## config.mk

```make
export PLATFORM = sky130hd
export DESIGN_NAME = mips_eu_sequencer
export DESIGN_NICKNAME = d
export VERILOG_FILES = /design/src/rtl/mips_eu_sequencer.sv
export SDC_FILE = /design/constraint.sdc
export NUM_CORES = 1
export LEC_CHECK = 0
export ABC_AREA = 1
export ABC_CLOCK_PERIOD_IN_PS = 1550
export CORE_UTILIZATION = 45
export CTS_BUF_LIST = sky130_fd_sc_hd__clkbuf_8
export DETAILED_ROUTE_END_ITERATION = 6
export MAX_ROUTING_LAYER = met4
export PLACE_DENSITY = 0.71
export SLEW_MARGIN = 20
export SYNTH_ARGS = -nofsm -noshare
export SYNTH_HDL_FRONTEND = slang
export SYNTH_SLANG_ARGS = --single-unit
```

## constraint.sdc

```tcl
create_clock -name clk -period 1.55 [get_ports clk]
set_input_delay 0.2325 -clock clk [delete_from_list [all_inputs] [get_ports clk]]
set_output_delay 0.2325 -clock clk [all_outputs]
set_load 0.01 [all_outputs]
```

## src/rtl/mips_eu_sequencer.sv

```systemverilog
// Multi-cycle control FSM for the MIPS execution unit: fetch handshake, EU controls, RAM handshake.
// Optional performance counters (retired_cnt, stall_cnt) are built when EU_SEQ_PERF_EN is defined.
module mips_eu_sequencer #(
   parameter int unsigned MEM_TIMEOUT = 15
) (
   input  logic        clk,
   input  logic        rst_n,
   input  logic        instr_valid,
   output logic        instr_ready,
   input  logic [5:0]  opcode,
   input  logic        Zero,
   input  logic        mem_ack,
   output logic        mem_req,
   output logic        mem_we,
   output logic        RegDst,
   output logic        ALUSrc,
   output logic [1:0]  ALUOp,
   output logic        RegWrite,
   output logic        MemtoReg,
   output logic        branch_taken,
   output logic        illegal_op,
   output logic        bus_err
`ifdef EU_SEQ_PERF_EN
   ,
   output logic [31:0] retired_cnt,
   output logic [31:0] stall_cnt
`endif
);

   localparam logic [5:0] OP_R    = 6'h00;
   localparam logic [5:0] OP_ADDI = 6'h08;
   localparam logic [5:0] OP_LW   = 6'h23;
   localparam logic [5:0] OP_SW   = 6'h2B;
   localparam logic [5:0] OP_BEQ  = 6'h04;
   localparam logic [8:0] TMO_LIMIT = 9'(MEM_TIMEOUT);

   typedef enum logic [2:0] {
      S_IDLE,
      S_DECODE,
      S_EXEC,
      S_MEM,
      S_WB
   } state_t;

   state_t      state_q, state_d;
   logic [5:0]  op_q;
   logic [7:0]  tmo_q, tmo_d;
   logic [8:0]  tmo_inc;
   logic        br_d, ill_d, berr_d;
   logic        ctl_act;
   logic        op_ok;

   always_comb begin
      state_d = state_q;
      tmo_d   = '0;
      tmo_inc = {1'b0, tmo_q} + 9'd1;
      br_d    = 1'b0;
      ill_d   = 1'b0;
      berr_d  = 1'b0;
      op_ok   = op_q inside {OP_R, OP_ADDI, OP_LW, OP_SW, OP_BEQ};
      case (state_q)
         S_IDLE: begin
            if (instr_valid && instr_ready) state_d = S_DECODE;
         end
         S_DECODE: begin
            if (op_ok) begin
               state_d = S_EXEC;
            end else begin
               ill_d   = 1'b1;
               state_d = S_IDLE;
            end
         end
         S_EXEC: begin
            case (op_q)
               OP_R, OP_ADDI: state_d = S_WB;
               OP_LW, OP_SW:  state_d = S_MEM;
               default: begin
                  // only beq reaches here; Zero is sampled on the way out
                  br_d    = Zero;
                  state_d = S_IDLE;
               end
            endcase
         end
         S_MEM: begin
            // an ack arriving on the timeout cycle still completes the access
            if (mem_ack) begin
               state_d = (op_q == OP_LW) ? S_WB : S_IDLE;
            end else if (tmo_inc >= TMO_LIMIT) begin
               berr_d  = 1'b1;
               state_d = S_IDLE;
            end else begin
               tmo_d = tmo_inc[7:0];
            end
         end
         S_WB:    state_d = S_IDLE;
         default: state_d = S_IDLE;
      endcase
      ctl_act = (state_d == S_EXEC) || (state_d == S_MEM) || (state_d == S_WB);
   end

   // Outputs are registered from the next state, so they line up with the state they describe.
   always_ff @(posedge clk) begin
      if (!rst_n) begin
         state_q      <= S_IDLE;
         tmo_q        <= '0;
         instr_ready  <= 1'b0;
         mem_req      <= 1'b0;
         mem_we       <= 1'b0;
         RegDst       <= 1'b0;
         ALUSrc       <= 1'b0;
         ALUOp        <= 2'b00;
         RegWrite     <= 1'b0;
         MemtoReg     <= 1'b0;
         branch_taken <= 1'b0;
         illegal_op   <= 1'b0;
         bus_err      <= 1'b0;
      end else begin
         state_q      <= state_d;
         tmo_q        <= tmo_d;
         instr_ready  <= (state_d == S_IDLE);
         mem_req      <= (state_d == S_MEM);
         mem_we       <= ctl_act && (op_q == OP_SW);
         RegDst       <= ctl_act && (op_q == OP_R);
         ALUSrc       <= ctl_act && ((op_q == OP_ADDI) || (op_q == OP_LW) || (op_q == OP_SW));
         ALUOp        <= !ctl_act          ? 2'b00 :
                         (op_q == OP_R)    ? 2'b10 :
                         (op_q == OP_BEQ)  ? 2'b01 : 2'b00;
         RegWrite     <= (state_d == S_WB);
         MemtoReg     <= ctl_act && (op_q == OP_LW);
         branch_taken <= br_d;
         illegal_op   <= ill_d;
         bus_err      <= berr_d;
      end
   end

   // Opcode is datapath; it is only meaningful after an accept, so it carries no reset.
   always_ff @(posedge clk) begin
      if ((state_q == S_IDLE) && instr_valid && instr_ready) op_q <= opcode;
   end

`ifdef EU_SEQ_PERF_EN
   logic retire, stall;

   always_comb begin
      retire = (state_q == S_WB) ||
               ((state_q == S_EXEC) && (op_q == OP_BEQ)) ||
               ((state_q == S_MEM) && mem_ack && (op_q == OP_SW));
      stall  = (state_q == S_MEM) && !mem_ack;
   end

   always_ff @(posedge clk) begin
      if (!rst_n) begin
         retired_cnt <= '0;
         stall_cnt   <= '0;
      end else begin
         if (retire) retired_cnt <= retired_cnt + 32'd1;
         if (stall)  stall_cnt   <= stall_cnt + 32'd1;
      end
   end
`endif

endmodule

```

==> results of run 1 <==
-- per-layer routing --
layer	routed length (um)	global-route usage (%)
met1	1027	18.66
met2	1159	32.08
met3	111	7.627
met4	45	12.28
met5	0	-
-- power breakdown --
group          switching, uW  internal, uW
clock network            259           347
registers               8.99           785
logic                   39.9          41.8
total                    308          1170
-- worst max path at each step --
stage,slack (ps),cells after the start,to,start
after floorplan,30,11,tmo_q[3],tmo_q[0]
after global placement,-20,11,tmo_q[3],tmo_q[0]
after detailed placement,-90,11,tmo_q[2],tmo_q[0]
after CTS,10,12,MemtoReg,tmo_q[0]
after global routing,-90,12,MemtoReg,tmo_q[0]
final,-2,12,MemtoReg,tmo_q[0]
-- metrics by stage --
step                      utilization (%)  cell area [sq um]
after detailed placement            60.46               1511
after global placement              60.46               1511
after floorplan                         -               1209
after CTS                           64.61               1615
after global routing                67.12               1678
final                               67.12               1678
-- cell families after synthesis --
group / Yosys count / share of synthesized area, %
and+or+nand+nor: 89 / 34.27
AOI/OAI and AO/OA: 5 / 2.612
buffers and inverters: 23 / 7.210
other: 1 / 0.3132
DFF: 29 / 53.50
adders and majority gates: 2 / 2.090
-- registers in the layout (all words and copies together), names as in the netlist, 2 cells and up --
signal and flops:
tmo_q 8, op_q 6, state_q 3, ALUOp 2
-- area by class of cell --
class	count	area share [%]
timing repair buffer	30	16.70
sequential	29	38.78
multi-input combinational	100	31.62
inverter	23	5.295
tap	30	2.237
clock inverter	2	0.4474
clock buffer	6	4.922
-- layout by cell type, fill, tap and decap left out, types with 6 or more instances in the layout --
master           count
buf_4                8
clkbuf_8             6
clkdlybuf4s50_1     22
dfxtp_1             19
edfxtp_1             6
inv_1               24
nand2_1             31
nand3_1             12
nor2_1              21
nor2_2               9
-- repair_timing --
action,4_1_cts,5_1_grt
resized for setup,3,18
setup buffers,1,1
setup endpoints to repair,13,14
pin swaps,0,3
hold buffers,0,0
==> out/qor.csv, run 1 <==
stage;metric;value;unit
run_status;status;complete, but fails checks;
run_status;failing checks;negative setup slack;
global_routing;GRT Resource Usage Total;19.33;%
die;core area;0.002500;sq mm
cts;root buffer cell;clkbuf_8;
setup_path;reg-to-reg startpoint;tmo_q[0];
timing;Final Setup Violations;1;
yosys;number of distinct library cells after synthesis;20;
power;Leak;0.0007340;uW
routing;vias post-DR;1037;
die;DIE HEIGHT;53.59;um
yosys;yosys warns;0;
die;I/O pin cnt;23;
placement;dpl ws;-87.97;ps
worst_hold_path;Worst Hold Launch;opcode[2];
setup_path;CP dominant cell by count;nor2_2;
timing;RSZ-0062 raised after global routing;true;
cts;CTS H-Tree Depth;2;
cts;clock-pin slew on the worst setup and hold paths;60;ps
cts;CTS tree;done;
yosys;synthesized flop and latch total;29;
setup_path;WP data arrival;1770;ps
cts;clk buf depth;2;
setup_path;Crit Path Class;register to register;
die;full die area;0.002871;sq mm
finish;share of cells above drive strength 1;20.53;%
setup_path;register-to-register setup slack;-2;ps
yosys;top-area cell type share of the netlist area;38.45;%
yosys;Mapped Area;0.001197;sq mm
setup_path;Critical Path RT;1760;ps
finish;fin cells;220;
cts;clock latency at the later pin of the worst-skew pair;280;ps
routing;initial drt markers;16;
timing;final worst slack;-1.821;ps
routing;post-route ant nets;0;
die;Rows;18;
routing;detailed-route wire length;2.344;mm
setup_path;Crit-path slowest cell;dfxtp_4;
finish;footprint of the multi-input gates;530.5;sq um
routing;via density per instance;4.714;
global_routing;initial antenna violation count;0;
timing;period utilization;100.1;%
setup_path;CP Launch Type;register;
global_routing;first-pass GRT wire length;3.594;mm
timing;Final Hold Viols;0;
placement;detailed placement HPWL;1.788;mm
timing;Clock Skew;4.671;ps
routing;DRC viols;0;
yosys;Synth top cells by count;nand2_1 (32), nor2_1 (28), dfxtp_1 (23), inv_1 (23), nand3_1 (12);
routing;drt pass-1 iters;4;
finish;area grow syn2layout;40.13;%
power;Design Power;1482;uW
yosys;most common cell in the synthesized netlist;nand2_1;
setup_path;critical path cell sequence;inv_4, ha_4, nor2_2, nor2_1, nor2_1, nand2_1, nand2_1, nor2_2, nand3_2, nand3_2, nand2_4, nor2_2;
die;die width;53.59;um
worst_hold_path;Min-Delay Path Class;input port to register;
setup_path;terminus of the critical flop-to-flop path;MemtoReg;
finish;total of fill cells in the finished design;209;
worst_hold_path;Hold Crit Depth;1;
yosys;Syn Inst Count;149;
setup_path;worst path bufs/invs;1;
setup_path;Crit path max-delay family;simple AND/OR/NAND/NOR gates;
yosys;Syn Area/Cell;8.036;sq um
routing;drt wl/cell;10.65;um
timing;setup TNS;-1.821;ps
setup_path;CP endpoint kind;register;
placement;Final GP Congestion;0.8377;
yosys;Post-synth ARST share;0;%
placement;PortBufs;22;
setup_path;Worst Reg2Reg Path Length in Cells;12;
setup_path;max incr delay on CP;380;ps
cts;Sink Count;29;
yosys;sequential share of the synthesized area;53.50;%
die;Starting Density;47.90;%
global_routing;global route overflow;0;
global_routing;largest net degree at the start of global routing;10;
timing;hold_ws;508.0;ps
cts;TritonCTS Buffers;5;
setup_path;CP Max Fanout;6;
finish;diode count;0;
finish;Seq. cell area;650.6;sq um
yosys;Yosys top cell by area;dfxtp_1;
worst_hold_path;Hold EP;op_q[2];
yosys;EDFF count, synth;6;
placement;placed insts;210;
timing;Peak Freq;644.4;MHz
finish;Net count, final;202;
yosys;Area contributors post-synth;dfxtp_1 (38%), edfxtp_1 (15%), nand2_1 (10%);
timing;minimum clock period;1552;ps
job;maxcap violations;0;
timing;Max Slew Vio Count;0;
power;Max VDD drop;0.0006797;V
power;Power Density;883.3;mW/mm^2
global_routing;number of global-route vias before repair;904;
yosys;ys flop type;dfxtp_1;
Note: power is estimated with default switching activity, not from simulation.
==> run 2: changes to the inputs <==
Settings changed: DONT_BUFFER_PORTS set to 1, PLACE_DENSITY 0.71 to 0.59, SLEW_MARGIN 20 to not set.
==> out/qor.csv, run 2 (synthesis gave the netlist of run 1 again) <==
stage;metric;value;unit
run_status;status;completed;
timing;RSZ-0062 raised after global routing;true;
setup_path;register-to-register setup slack;30;ps
placement;detailed placement HPWL;1.457;mm
power;Int Pwr;1102;uW
power;reported net switching power;310.6;uW
power;Power Density;990.3;mW/mm^2
routing;post-route ant nets;0;
routing;DRC viols;0;
power;sw frac;21.99;%
routing;vias post-DR;932;
global_routing;initial antenna violation count;0;
cts;TritonCTS Buffers;5;
global_routing;first-pass GRT wire length;3.132;mm
timing;Clock Skew;2.578;ps
setup_path;CP Launch Type;register;
finish;most frequent cells in the layout;nand2_1 (31), nor2_1 (23), inv_1 (22);
setup_path;CP endpoint kind;register;
placement;placed insts;187;
finish;Net count, final;178;
die;DIE HEIGHT;53.59;um
die;core area;0.002500;sq mm
timing;Final Hold Viols;0;
global_routing;global route overflow;0;
timing;Max Slew Vio Count;0;
power;Combinational Power Share;3.2;%
routing;initial drt markers;16;
cts;Sink Count;29;
setup_path;CP Max Fanout;6;
setup_path;Crit Path Class;register to register;
global_routing;GRT Resource Usage Total;16.94;%
finish;Largest register FFs;8;
power;Design Power;1413;uW
timing;minimum clock period;1517;ps
placement;PortBufs;0;
routing;detailed-route wire length;2.039;mm
die;Rows;18;
power;Clk pwr share;40.5;%
power;Sequential Power Share;56.3;%
finish;fin cells;196;
timing;Final Setup Violations;0;
cts;CTS tree;done;
finish;share of cells above drive strength 1;19.88;%
routing;drt pass-1 iters;4;
power;Leak;0.0006305;uW
timing;period utilization;97.87;%
timing;Peak Freq;659.2;MHz
routing;drt wl/cell;10.40;um
job;maxcap violations;0;
worst_hold_path;Min-Delay Path Class;input port to register;
finish;area grow syn2layout;19.12;%
routing;via density per instance;4.755;
global_routing;largest net degree at the start of global routing;10;
finish;most common cell after layout, fill and taps aside;nand2_1;
finish;diode count;0;
finish;Largest regs;tmo_q (8), op_q (6), state_q (3);
cts;clk buf depth;2;
die;die width;53.59;um
setup_path;Critical Path RT;1770;ps
cts;clock latency at the later pin of the worst-skew pair;280;ps
cts;CTS H-Tree Depth;2;
die;full die area;0.002871;sq mm
die;I/O pin cnt;23;
cts;root buffer cell;clkbuf_8;
die;Starting Density;47.90;%
finish;Top reg by flops;tmo_q;
power;Max VDD drop;0.0005860;V
setup_path;WP data arrival;1730;ps
global_routing;number of global-route vias before repair;775;
cts;clock-pin slew on the worst setup and hold paths;60;ps
placement;Final GP Congestion;0.7850;
-- run 2: changes by cell type in the layout (fill, tap and decap cells not counted), sizes merged --
cell           before  now
clkbuf              6    5
clkinv              0    3
inv                25   23
buf                 8    6
clkdlybuf4s50      22    0
-- run 2: worst paths after layout --
path,startpoint,cells past startpoint,end
setup reg to reg,tmo_q[0],12,RegDst
setup / recovery,tmo_q[0],12,RegDst
hold reg to reg,op_q[2],3,mem_we
hold / removal,opcode[1],0,op_q[1]
-- run 2: power by group through the flow --
stage,Clock [uW],Combinational (uW),Sequential [uW]
6_report,572,45.5,795
5_1_grt,610,53.1,797
4_1_cts,589,44.0,799
3_5_place_dp,0,43.6,815
3_3_place_gp,0,43.1,815
2_1_floorplan,0,34.8,813
-- run 2: area by class of cell --
cell class | instances | area (sq um)
multi-input cells | 100 | 525.5
clock inverters | 3 | 12.51
fillers | 213 | 1074
clock buffers | 5 | 68.82
inverters | 23 | 88.84
flip-flops and latches | 29 | 648.1
repair buffers | 6 | 45.04
well taps | 30 | 37.54
-- run 2: routing by layer --
metal	track usage, %	routed length, um	vias up
met1	17.45	864	409
met3	5.650	94	8
li1	-	-	493
met5	-	0	-
met4	13.16	64	0
met2	26.46	1015	22
-- run 2: worst max-delay path: stages, from the launching register on --
cell,delay (ps)
dfxtp_4,380
inv_4,40
ha_4,260
nor2_2,30
nor2_1,70
nor2_1,40
nand2_1,50
nand2_1,60
nor2_2,120
nand3_2,110
nand3_2,110
nand2_4,80
nor2_1,80
-- run 2: what timing repair did --
item | CTS | global route
hold buffers | 0 | 0
endpoints found under the setup margin | 11 | 15
gates cloned | 0 | 0
gates resized for setup | 2 | 15
buffers inserted | 0 | 1
pin swaps | 0 | 5
-- run 2: through the flow --
| step | utilization [%] | setup slack (ps) | hold WS [ps] | instance area (sq um) | setup TNS [ps] |
|---|---|---|---|---|---|
| after global routing | 57.06 | -106.4 | 37.58 | 1426 | -1102 |
| after floorplan | - | 33.03 | 331.4 | 1209 | 0 |
| after global placement | 51.35 | 19.18 | 331.4 | 1284 | 0 |
| after detailed placement | 51.35 | -10.14 | 331.4 | 1284 | -19.41 |
| final | 57.06 | 33.03 | 47.63 | 1426 | 0 |
| after CTS | 54.75 | 6.907 | 41.30 | 1369 | 0 |
